`config.mk`:
```
export PLATFORM = sky130hd
export DESIGN_NAME = mc_ctrl
export DESIGN_NICKNAME = d
export VERILOG_FILES = /design/src/rtl/mc_pkg.sv /design/src/rtl/mc_decode.sv /design/src/rtl/mc_ctrl.sv
export SDC_FILE = /design/constraint.sdc
export NUM_CORES = 1
export LEC_CHECK = 0
export CORE_ASPECT_RATIO = 1.4
export CORE_MARGIN = 2
export CORE_UTILIZATION = 33
export CTS_CLUSTER_SIZE = 8
export DETAILED_ROUTE_END_ITERATION = 8
export GPL_ROUTABILITY_DRIVEN = 0
export GPL_TIMING_DRIVEN = 0
export MAX_ROUTING_LAYER = met4
export PLACE_DENSITY = 0.85
export SETUP_SLACK_MARGIN = 0.1
export SYNTH_ARGS = -nofsm -noshare
export SYNTH_HDL_FRONTEND = slang
export SYNTH_SLANG_ARGS = --single-unit
export TNS_END_PERCENT = 30
```
`constraint.sdc`:
```
create_clock -name clk -period 4.5 [get_ports clk]
set_clock_uncertainty 0.15 [all_clocks]
set_input_delay 1.35 -clock clk [delete_from_list [all_inputs] [get_ports clk]]
set_output_delay 1.35 -clock clk [all_outputs]
set_load 0.05 [all_outputs]
```
`src/rtl/mc_pkg.sv`:
```
// mc_pkg: shared types and encodings for the multi-cycle RV32I control sequencer.
// Holds the FSM state enum, instruction classes, opcode constants and the
// datapath select encodings (alu_op, br_type, wb_sel) used by mc_decode and mc_ctrl.
package mc_pkg;

    // FSM states; o_dbg_state in mc_ctrl exposes this directly
    typedef enum logic [2:0] {
        S_IDLE   = 3'd0,
        S_FETCH  = 3'd1,
        S_DECODE = 3'd2,
        S_EXEC   = 3'd3,
        S_MEM    = 3'd4,
        S_WB     = 3'd5,
        S_FAULT  = 3'd6
    } state_t;

    // Instruction classes produced by the decoder
    typedef enum logic [3:0] {
        C_R       = 4'd0,
        C_I       = 4'd1,
        C_LOAD    = 4'd2,
        C_STORE   = 4'd3,
        C_BRANCH  = 4'd4,
        C_AUIPC   = 4'd5,
        C_LUI     = 4'd6,
        C_JAL     = 4'd7,
        C_JALR    = 4'd8,
        C_ILLEGAL = 4'd9
    } iclass_t;

    // Major opcodes (instr[6:0])
    localparam logic [6:0] OP_R      = 7'b0110011;
    localparam logic [6:0] OP_I      = 7'b0010011;
    localparam logic [6:0] OP_LOAD   = 7'b0000011;
    localparam logic [6:0] OP_STORE  = 7'b0100011;
    localparam logic [6:0] OP_BRANCH = 7'b1100011;
    localparam logic [6:0] OP_AUIPC  = 7'b0010111;
    localparam logic [6:0] OP_LUI    = 7'b0110111;
    localparam logic [6:0] OP_JAL    = 7'b1101111;
    localparam logic [6:0] OP_JALR   = 7'b1100111;

    // The two legal func7 values for R-type and I-type shifts
    localparam logic [6:0] F7_BASE = 7'b0000000;
    localparam logic [6:0] F7_ALT  = 7'b0100000;

    // alu_op encodings of the existing datapath
    localparam logic [3:0] ALU_ADD  = 4'd0;
    localparam logic [3:0] ALU_SUB  = 4'd1;
    localparam logic [3:0] ALU_SLL  = 4'd2;
    localparam logic [3:0] ALU_SLT  = 4'd3;
    localparam logic [3:0] ALU_SLTU = 4'd4;
    localparam logic [3:0] ALU_XOR  = 4'd5;
    localparam logic [3:0] ALU_SRL  = 4'd6;
    localparam logic [3:0] ALU_SRA  = 4'd7;
    localparam logic [3:0] ALU_OR   = 4'd8;
    localparam logic [3:0] ALU_AND  = 4'd9;

    // br_type encodings; 6 (always) exists in the datapath but is never
    // generated here because jumps redirect the PC through pc_sel in WB.
    localparam logic [2:0] BR_BEQ   = 3'd0;
    localparam logic [2:0] BR_BNE   = 3'd1;
    localparam logic [2:0] BR_BLT   = 3'd2;
    localparam logic [2:0] BR_BGE   = 3'd3;
    localparam logic [2:0] BR_BLTU  = 3'd4;
    localparam logic [2:0] BR_BGEU  = 3'd5;
    localparam logic [2:0] BR_NEVER = 3'd7;

    // wb_sel encodings
    localparam logic [1:0] WB_PC4 = 2'd0;
    localparam logic [1:0] WB_ALU = 2'd1;
    localparam logic [1:0] WB_MEM = 2'd2;

    // True when func7 is one of the two encodings the base ISA defines
    function automatic logic funct7_ok(input logic [6:0] funct7);
        return (funct7 == F7_BASE) || (funct7 == F7_ALT);
    endfunction

    // func3 -> alu_op for R/I arithmetic. alt is instr[30]; allow_sub is set
    // only for R-type because I-type has no subtract (addi ignores func7).
    function automatic logic [3:0] alu_from_funct3(input logic [2:0] funct3,
                                                   input logic       alt,
                                                   input logic       allow_sub);
        logic [3:0] op;
        case (funct3)
            3'b000:  op = (alt && allow_sub) ? ALU_SUB : ALU_ADD;
            3'b001:  op = ALU_SLL;
            3'b010:  op = ALU_SLT;
            3'b011:  op = ALU_SLTU;
            3'b100:  op = ALU_XOR;
            3'b101:  op = alt ? ALU_SRA : ALU_SRL;
            3'b110:  op = ALU_OR;
            default: op = ALU_AND;
        endcase
        return op;
    endfunction

endpackage

```
`src/rtl/mc_decode.sv`:
```
// mc_decode: purely combinational instruction decoder for mc_ctrl.
// Maps opcode/func3/func7 to an instruction class, the EXEC-phase alu_op,
// the branch br_type and an illegal-encoding flag.
module mc_decode
    import mc_pkg::*;
(
    input  logic [6:0] i_opcode,
    input  logic [2:0] i_funct3,
    input  logic [6:0] i_funct7,
    output iclass_t    o_class,
    output logic [3:0] o_alu_op,
    output logic [2:0] o_br_type,
    output logic       o_illegal
);

    // Classify the instruction and derive ALU/branch controls and legality
    always_comb begin
        o_class   = C_ILLEGAL;
        o_alu_op  = ALU_ADD;
        o_br_type = BR_NEVER;
        o_illegal = 1'b0;
        case (i_opcode)
            OP_R: begin
                o_class   = C_R;
                o_alu_op  = alu_from_funct3(i_funct3, i_funct7[5], 1'b1);
                o_illegal = !funct7_ok(i_funct7);
            end
            OP_I: begin
                o_class  = C_I;
                o_alu_op = alu_from_funct3(i_funct3, i_funct7[5], 1'b0);
                // only the shift forms carry meaning in func7
                if ((i_funct3 == 3'b001) || (i_funct3 == 3'b101)) begin
                    o_illegal = !funct7_ok(i_funct7);
                end
            end
            OP_LOAD:  o_class = C_LOAD;
            OP_STORE: o_class = C_STORE;
            OP_BRANCH: begin
                o_class = C_BRANCH;
                case (i_funct3)
                    3'b000:  o_br_type = BR_BEQ;
                    3'b001:  o_br_type = BR_BNE;
                    3'b100:  o_br_type = BR_BLT;
                    3'b101:  o_br_type = BR_BGE;
                    3'b110:  o_br_type = BR_BLTU;
                    3'b111:  o_br_type = BR_BGEU;
                    default: o_illegal = 1'b1;
                endcase
            end
            OP_AUIPC: o_class = C_AUIPC;
            OP_LUI: begin
                o_class  = C_LUI;
                o_alu_op = ALU_AND;
            end
            OP_JAL:  o_class = C_JAL;
            OP_JALR: o_class = C_JALR;
            default: o_illegal = 1'b1;
        endcase
    end

endmodule

```
`src/rtl/mc_ctrl.sv`:
```
// mc_ctrl: multi-cycle control sequencer for the RV32I core with a shared
// instruction/data memory port. Steps each instruction through
// FETCH -> DECODE -> EXEC -> (MEM) -> (WB) and drives the datapath controls.
// Optional feature macro MC_MEM_TIMEOUT_EN: bounds every memory wait to
// TIMEOUT cycles (TIMEOUT >= 1) and faults when the bound is hit.
// Memory handshake: a transfer completes in the cycle where mem_req and
// mem_ready are both 1; mem_req stays high until then and mem_ready seen
// without mem_req has no effect.
module mc_ctrl
    import mc_pkg::*;
#(
    parameter int TIMEOUT = 16
) (
    input  logic        clk,
    input  logic        rst,
    input  logic [31:0] instr,
    input  logic        mem_ready,
    input  logic        br_taken,
    output logic        ir_wr,
    output logic        alu_out_wr,
    output logic        pc_wr,
    output logic        pc_sel,
    output logic        mem_req,
    output logic        mem_we,
    output logic [3:0]  alu_op,
    output logic        sel_A,
    output logic        sel_B,
    output logic        reg_wr,
    output logic [1:0]  wb_sel,
    output logic [2:0]  br_type,
    output logic        retire,
    output logic        fault,
    output state_t      o_dbg_state
);

    state_t     r_state;
    state_t     w_state_next;
    iclass_t    w_class;
    logic [3:0] w_alu_op;
    logic [2:0] w_br_type;
    logic       w_illegal;
    logic       w_timeout_hit;
    logic       w_unused_instr;

    // register numbers and immediates are consumed by the datapath, not here
    assign w_unused_instr = ^{instr[24:15], instr[11:7]};

    mc_decode u_decode (
        .i_opcode  (instr[6:0]),
        .i_funct3  (instr[14:12]),
        .i_funct7  (instr[31:25]),
        .o_class   (w_class),
        .o_alu_op  (w_alu_op),
        .o_br_type (w_br_type),
        .o_illegal (w_illegal)
    );

`ifdef MC_MEM_TIMEOUT_EN
    localparam int CNT_W = $clog2(TIMEOUT + 1);

    logic [CNT_W-1:0] r_wait_cnt;
    logic             w_mem_phase;

    assign w_mem_phase   = (r_state == S_FETCH) || (r_state == S_MEM);
    assign w_timeout_hit = (r_wait_cnt == CNT_W'(TIMEOUT));

    // Count wait cycles of the open request; zero outside FETCH/MEM and after a handshake
    always_ff @(posedge clk or posedge rst) begin
        if (rst) begin
            r_wait_cnt <= '0;
        end else if (!w_mem_phase || mem_ready) begin
            r_wait_cnt <= '0;
        end else if (!w_timeout_hit) begin
            r_wait_cnt <= r_wait_cnt + CNT_W'(1);
        end
    end
`else
    // waits are unbounded; TIMEOUT has no effect in this build
    assign w_timeout_hit = 1'b0 & (TIMEOUT != 0);
`endif

    // State register; reset parks the sequencer in IDLE
    always_ff @(posedge clk or posedge rst) begin
        if (rst) begin
            r_state <= S_IDLE;
        end else begin
            r_state <= w_state_next;
        end
    end

    assign o_dbg_state = r_state;

    // Next-state and Moore/Mealy control outputs for the current phase
    always_comb begin
        w_state_next = r_state;
        ir_wr        = 1'b0;
        alu_out_wr   = 1'b0;
        pc_wr        = 1'b0;
        pc_sel       = 1'b0;
        mem_req      = 1'b0;
        mem_we       = 1'b0;
        alu_op       = ALU_ADD;
        sel_A        = 1'b0;
        sel_B        = 1'b0;
        reg_wr       = 1'b0;
        wb_sel       = WB_PC4;
        br_type      = BR_NEVER;
        retire       = 1'b0;
        fault        = 1'b0;
        case (r_state)
            S_IDLE: begin
                w_state_next = S_FETCH;
            end
            S_FETCH: begin
                mem_req = 1'b1;
                if (mem_ready) begin
                    ir_wr        = 1'b1;
                    w_state_next = S_DECODE;
                end else if (w_timeout_hit) begin
                    w_state_next = S_FAULT;
                end
            end
            S_DECODE: begin
                w_state_next = w_illegal ? S_FAULT : S_EXEC;
            end
            S_EXEC: begin
                alu_out_wr   = 1'b1;
                alu_op       = w_alu_op;
                br_type      = w_br_type;
                w_state_next = S_WB;
                case (w_class)
                    C_R: begin
                        sel_A = 1'b0;
                        sel_B = 1'b0;
                    end
                    C_LOAD, C_STORE: begin
                        sel_B        = 1'b1;
                        w_state_next = S_MEM;
                    end
                    C_AUIPC, C_JAL: begin
                        sel_A = 1'b1;
                        sel_B = 1'b1;
                    end
                    C_BRANCH: begin
                        // ALU forms the target PC+imm; the comparator picks it
                        sel_A        = 1'b1;
                        sel_B        = 1'b1;
                        pc_wr        = 1'b1;
                        pc_sel       = br_taken;
                        retire       = 1'b1;
                        w_state_next = S_FETCH;
                    end
                    default: begin
                        // I-type, LUI and JALR all take the immediate on B
                        sel_B = 1'b1;
                    end
                endcase
            end
            S_MEM: begin
                mem_req = 1'b1;
                mem_we  = (w_class == C_STORE);
                if (mem_ready) begin
                    if (w_class == C_STORE) begin
                        pc_wr        = 1'b1;
                        pc_sel       = 1'b0;
                        retire       = 1'b1;
                        w_state_next = S_FETCH;
                    end else begin
                        w_state_next = S_WB;
                    end
                end else if (w_timeout_hit) begin
                    w_state_next = S_FAULT;
                end
            end
            S_WB: begin
                reg_wr       = 1'b1;
                pc_wr        = 1'b1;
                retire       = 1'b1;
                w_state_next = S_FETCH;
                case (w_class)
                    C_LOAD: begin
                        wb_sel = WB_MEM;
                    end
                    C_JAL, C_JALR: begin
                        wb_sel = WB_PC4;
                        pc_sel = 1'b1;
                    end
                    default: begin
                        wb_sel = WB_ALU;
                        pc_sel = 1'b0;
                    end
                endcase
            end
            S_FAULT: begin
                fault        = 1'b1;
                w_state_next = S_FAULT;
            end
            default: begin
                w_state_next = S_FAULT;
            end
        endcase
    end

endmodule

```
# After elaboration in Yosys (flattened, before gate mapping)
# Cells that the tools add are included.
# classes
eq_ne	31
mux	39
n_reduce_logical	15
# ops
op	count
4-bit one-hot mux with 7 select lines	2
4-bit one-hot mux with 9 select lines	1
7-bit by 6-bit equality test with 1-bit output, second input constant	4
3-bit equality test, second input constant	7
7-bit equality test, second input constant	3
1-bit 2-to-1 mux	20
3-bit 2-to-1 mux	6
3-bit one-hot mux with 6 select lines	1
3-bit one-hot mux with 5 select lines	1
7-bit by 5-bit equality test with 1-bit output, second input constant	2
3-bit by 2-bit equality test with 1-bit output, second input constant	4
4-bit by 3-bit equality test with 1-bit output, second input constant	3
4-bit one-hot mux with 3 select lines	1
6-bit OR reduction	2
4-bit by 2-bit equality test with 1-bit output, second input constant	2
2-bit OR reduction	4
7-bit by 2-bit equality test with 1-bit output, second input constant	1
7-bit zero test	1
3-bit by 1-bit equality test with 1-bit output, second input constant	2
3-bit zero test	2
3-bit one-hot mux with 2 select lines	1
4-bit equality test, second input constant	1
4-bit zero test	1
4-bit 2-to-1 mux	1
10 further kinds	12
# totals
wordCells	86
output_inout_bits	23
inputBits	36
regBits	3

# Longest topological paths before layout
# depth
depth_word	7
mapped_depth	7
depth_no_buf	7

# By module
# Synthesis repeated with hierarchy kept, for this count alone.
# unflattened
hier_cells	110
area_unflattened_um2	758.2
# by_module_without_submodules
module	seq_area_each_um2	cells_each	area_per_inst_um2	n_inst
mc_ctrl	75.1	53	392.9	1
mc_decode	0.0	57	365.4	1

# Least setup slack after synthesis
# No wires, ideal clock.
# synth_path
path_type	input to output
start	in instr[2]
end	out retire
stages	5
required_time_ns	3.000
path_buffers	2
t_arrival_ns	3.560
setup_slack_ns	-0.560
path_cell_list	buf_6 -> nor4_4 -> a31oi_1 -> o21ai_0 -> buf_4
# synth_between
elab_chain_cells	6
elab_cells_between_ends	16
cone_classes	eq/ne: 11; mux: 5
# synth_rtl
element	line_no	source
start, declared	mc_ctrl.sv:16	input logic [31:0] instr,
7-bit equality test (tied with other cells)	mc_decode.sv:22	case (i_opcode)
4-bit one-hot mux with 9 select lines *	mc_decode.sv:22	
4-bit by 2-bit equality test with 1-bit output	mc_ctrl.sv:163	if (w_class == C_STORE) begin
1-bit 2-to-1 mux (2 in series)	-	
1-bit one-hot mux with 3 select lines *	-	
end, declared	mc_ctrl.sv:31	output logic retire,
# Every way passes the cells marked *; elsewhere a longest branch is shown, timed or not.

# Final worst setup path
# layout_path
start	in instr[3]
end	out pc_wr
# layout_between
elab_chain_cells	6
elab_cells_between_ends	16
cone_classes	eq/ne: 11; mux: 5
# layout_rtl
element	line_no	source
7-bit equality test (tied with other cells)	mc_decode.sv:22	
4-bit one-hot mux with 9 select lines *	mc_decode.sv:22	
4-bit by 2-bit equality test with 1-bit output	mc_ctrl.sv:163	
1-bit 2-to-1 mux	mc_ctrl.sv:163	
1-bit 2-to-1 mux	mc_ctrl.sv:162	if (mem_ready) begin
1-bit one-hot mux with 3 select lines *	mc_ctrl.sv:110	case (r_state)
end, declared	mc_ctrl.sv:21	output logic pc_wr,
# Marked as above.

==> flow_summary.toml <==
[run_status]
status = "finished clean"

[critical_path]
cp_num_buf_inv = 3
reg2reg_depth = 5
ff2ff_setup_slack_ns = 2.93
crit_type = "in -> out"
cp-start-kind = "primary input"
crit_path_max_fanout = 8
crit-reg2reg-launch = "o_dbg_state[2]"
crit_chain = "dlygate4sd2_1 -> nor4_4 -> buf_4 -> a31oi_1 -> o21ai_1 -> clkdlybuf4s15_2"
critPathRequiredTime_ns = 3.00
cp_data_arrival_time_ns = 2.92
regToRegEndpoint = "o_dbg_state[0]"
cp_slowest_cell = "clkdlybuf4s15_2"
slowest_delay_ns = 0.40
path_delay_family = "buffers and inverters"
crit_path_end_kind = "output pin"

[grt]
grt_overflow = 0
met2_usage_pct = 38.4
grt_pass1_wl_microns = 3710
grt_max_degree = 11
grt_use_met1_pct = 18.4
gr-usage-all-layers_pct = 20.7
antenna_found_initial = 0
grt_pass1_vias = 913
gr-usage-met3_pct = 4.82
grt-busiest-layer = "met2"

[floorplanning]
coreArea_sq_um = 1900
die_w_microns = 41.5
ioPinCount = 59
fp-row-count = 19
dieArea_sq_um = 2340
initial_core_util_pct = 34.1
die_y_microns = 56.5

[layout]
diodes = 0
largest_register_ff_count = 3
final_common_cell = "clkdlybuf4s50_1"
mostFrequentLayoutCells = "20 x clkdlybuf4s50_1, 12 x buf_4, 11 x inv_1"
drive_gt1_share_pct = 29.4
final_nets = 183
fill_cells = 181
finalInstanceArea_sq_um = 1150
syn_to_final_growth_pct = 77.5

[yosys]
synth_top_area_share_pct = 11.6
syn_inst = 94
synth_area_leaders = "dfrtp_1 12%, inv_1 6.4%, ha_1 5.8%"
ys.flop_type = "dfrtp_1"
synth_edf_count = 0
synth-seq-cells = 3
async_reset_ff_share_pct = 100
ys_types = 35
ys_seq_area_share_pct = 11.6
synth_nets = 133
avgSynthCellArea_sq_um = 6.91
yosysWarnings = 0
syn-cell-area_sq_um = 649
yosysTopAreaCell = "dfrtp_1"

[pwr]
irDropWorstVdd_uv = 208
power.density_nw_per_um2 = 424
power_leakage_nw = 0.508

[sta]
setup-tns-final_ns = 0
setup_viol = 0
fin_crit_ns = 4.42
hold_violations = 0
slew_violations = 0
fmax_mhz = 226
setup_slack_ns = 0.0773
min_period_over_period_pct = 98.3
relSlewSlack_pct = 67.0
worstMarginPinSlew_ns = 0.494
rsz0062_at_grt = "true"

[routing]
drc = 0
routed_wl_microns = 2310
first_iter_violations = 27
ant_nets = 0
wl_per_cell_microns = 14.1
drtPass1Iterations = 4
via_per_inst = 5.73
vias = 940

[hold_path]
worstHoldPathCells = 2
min_path_type = "reg -> reg"
worstHoldStart = "o_dbg_state[1]"
holdPathEnd = "o_dbg_state[0]"

[clock_tree]
numCtsBuffers = 3
cts_root_buffer = "clkbuf_4"
cts_tree = "yes"
ctsHoldBuffers = 0
h-tree-depth = 1
clock-sinks = 3
clock_latency_ns = 0.24
cts_buffer_depth = 2
clk_pin_slew_ns = 0.05

[placed_design]
dpl_cell_area_sq_um = 1080
dp_hpwl_microns = 1710
io_buffers = 40
post-place-ws_ns = -0.758

[job]
maxCapViolations = 0
synth_stat cells, drive strengths merged, types with 3 or more instances:
cell type / n
ha: 3
buf: 6
nand3: 6
dfrtp: 3
a31oi: 4
nor3: 7
a21oi: 7
inv: 11
o21ai: 5
nor4: 3
nand2: 10
worst register-to-register path, cell delays in order, from the launching register on:
cell and delay (ns):
dfrtp_1 0.48, nand2b_4 0.20, nor3b_1 0.37, a21oi_1 0.08, nand3_1 0.11, a31oi_1 0.05
layout make-up:
type	instances	area, sq um	area share, %
multi-input cells	73	523	45.4
repair buffers	45	409	35.5
flip-flops and latches	3	75.1	6.51
plain buffers	7	51.3	4.45
inverters	11	41.3	3.58
clock buffers	4	26.3	2.28
well taps	21	26.3	2.28
kinds of logic after synthesis:
kind of cell | count (synthesis) | share of synthesized area [%]
AND/OR/NAND/NOR | 44 | 41.8
buffers and inverters | 18 | 13.9
AO/OA/AOI/OAI | 26 | 27.0
adder cells (fa/ha/maj) | 3 | 5.78
flip-flops | 3 | 11.6
metrics by stage:
step | std cells | hold slack (ns) | utilization [%] | total power, mW
finish | 164 | 0.531 | 60.6 | 0.489
global route | 164 | 0.576 | 60.6 | 0.511
CTS | 164 | 0.522 | 60.7 | 0.483
detailed placement | 155 | 0.525 | 56.9 | 0.438
global placement | 155 | 0.504 | 56.9 | 0.433
floorplan | 94 | 0.826 | - | 0.316
what timing repair did:
action                                  in CTS  in global routing
buffers inserted                             5                  0
endpoints found under the hold margin        0                  0
endpoints found under the setup margin      16                 12
pin swaps                                    4                  0
resized for setup                           68                  7
worst max path at each step:
stage	depth (start not counted)	endpoint	start	slack (ns)
finish	6	pc_wr	instr[3]	0.08
CTS	7	br_type[0]	instr[4]	0.11
floorplan	5	retire	instr[2]	-0.12
global placement	6	retire	instr[3]	-0.70
global route	5	alu_op[1]	instr[13]	0.01
detailed placement	7	retire	instr[0]	-0.76
where the power goes:
part / total (mW) / leakage, nW / switching, mW / internal (mW)
sequential: 0.0530 / 0.0364 / 0.0138 / 0.0392
combinational: 0.385 / 0.457 / 0.258 / 0.127
clock: 0.0503 / 0.0150 / 0.0168 / 0.0334
routing by layer:
layer | vias up | routed length (microns)
li1 | 443 | -
met1 | 426 | 799
met2 | 56 | 1270
met3 | 15 | 136
met4 | 0 | 103
met5 | - | 0
(Power assumes the default switching activity.)
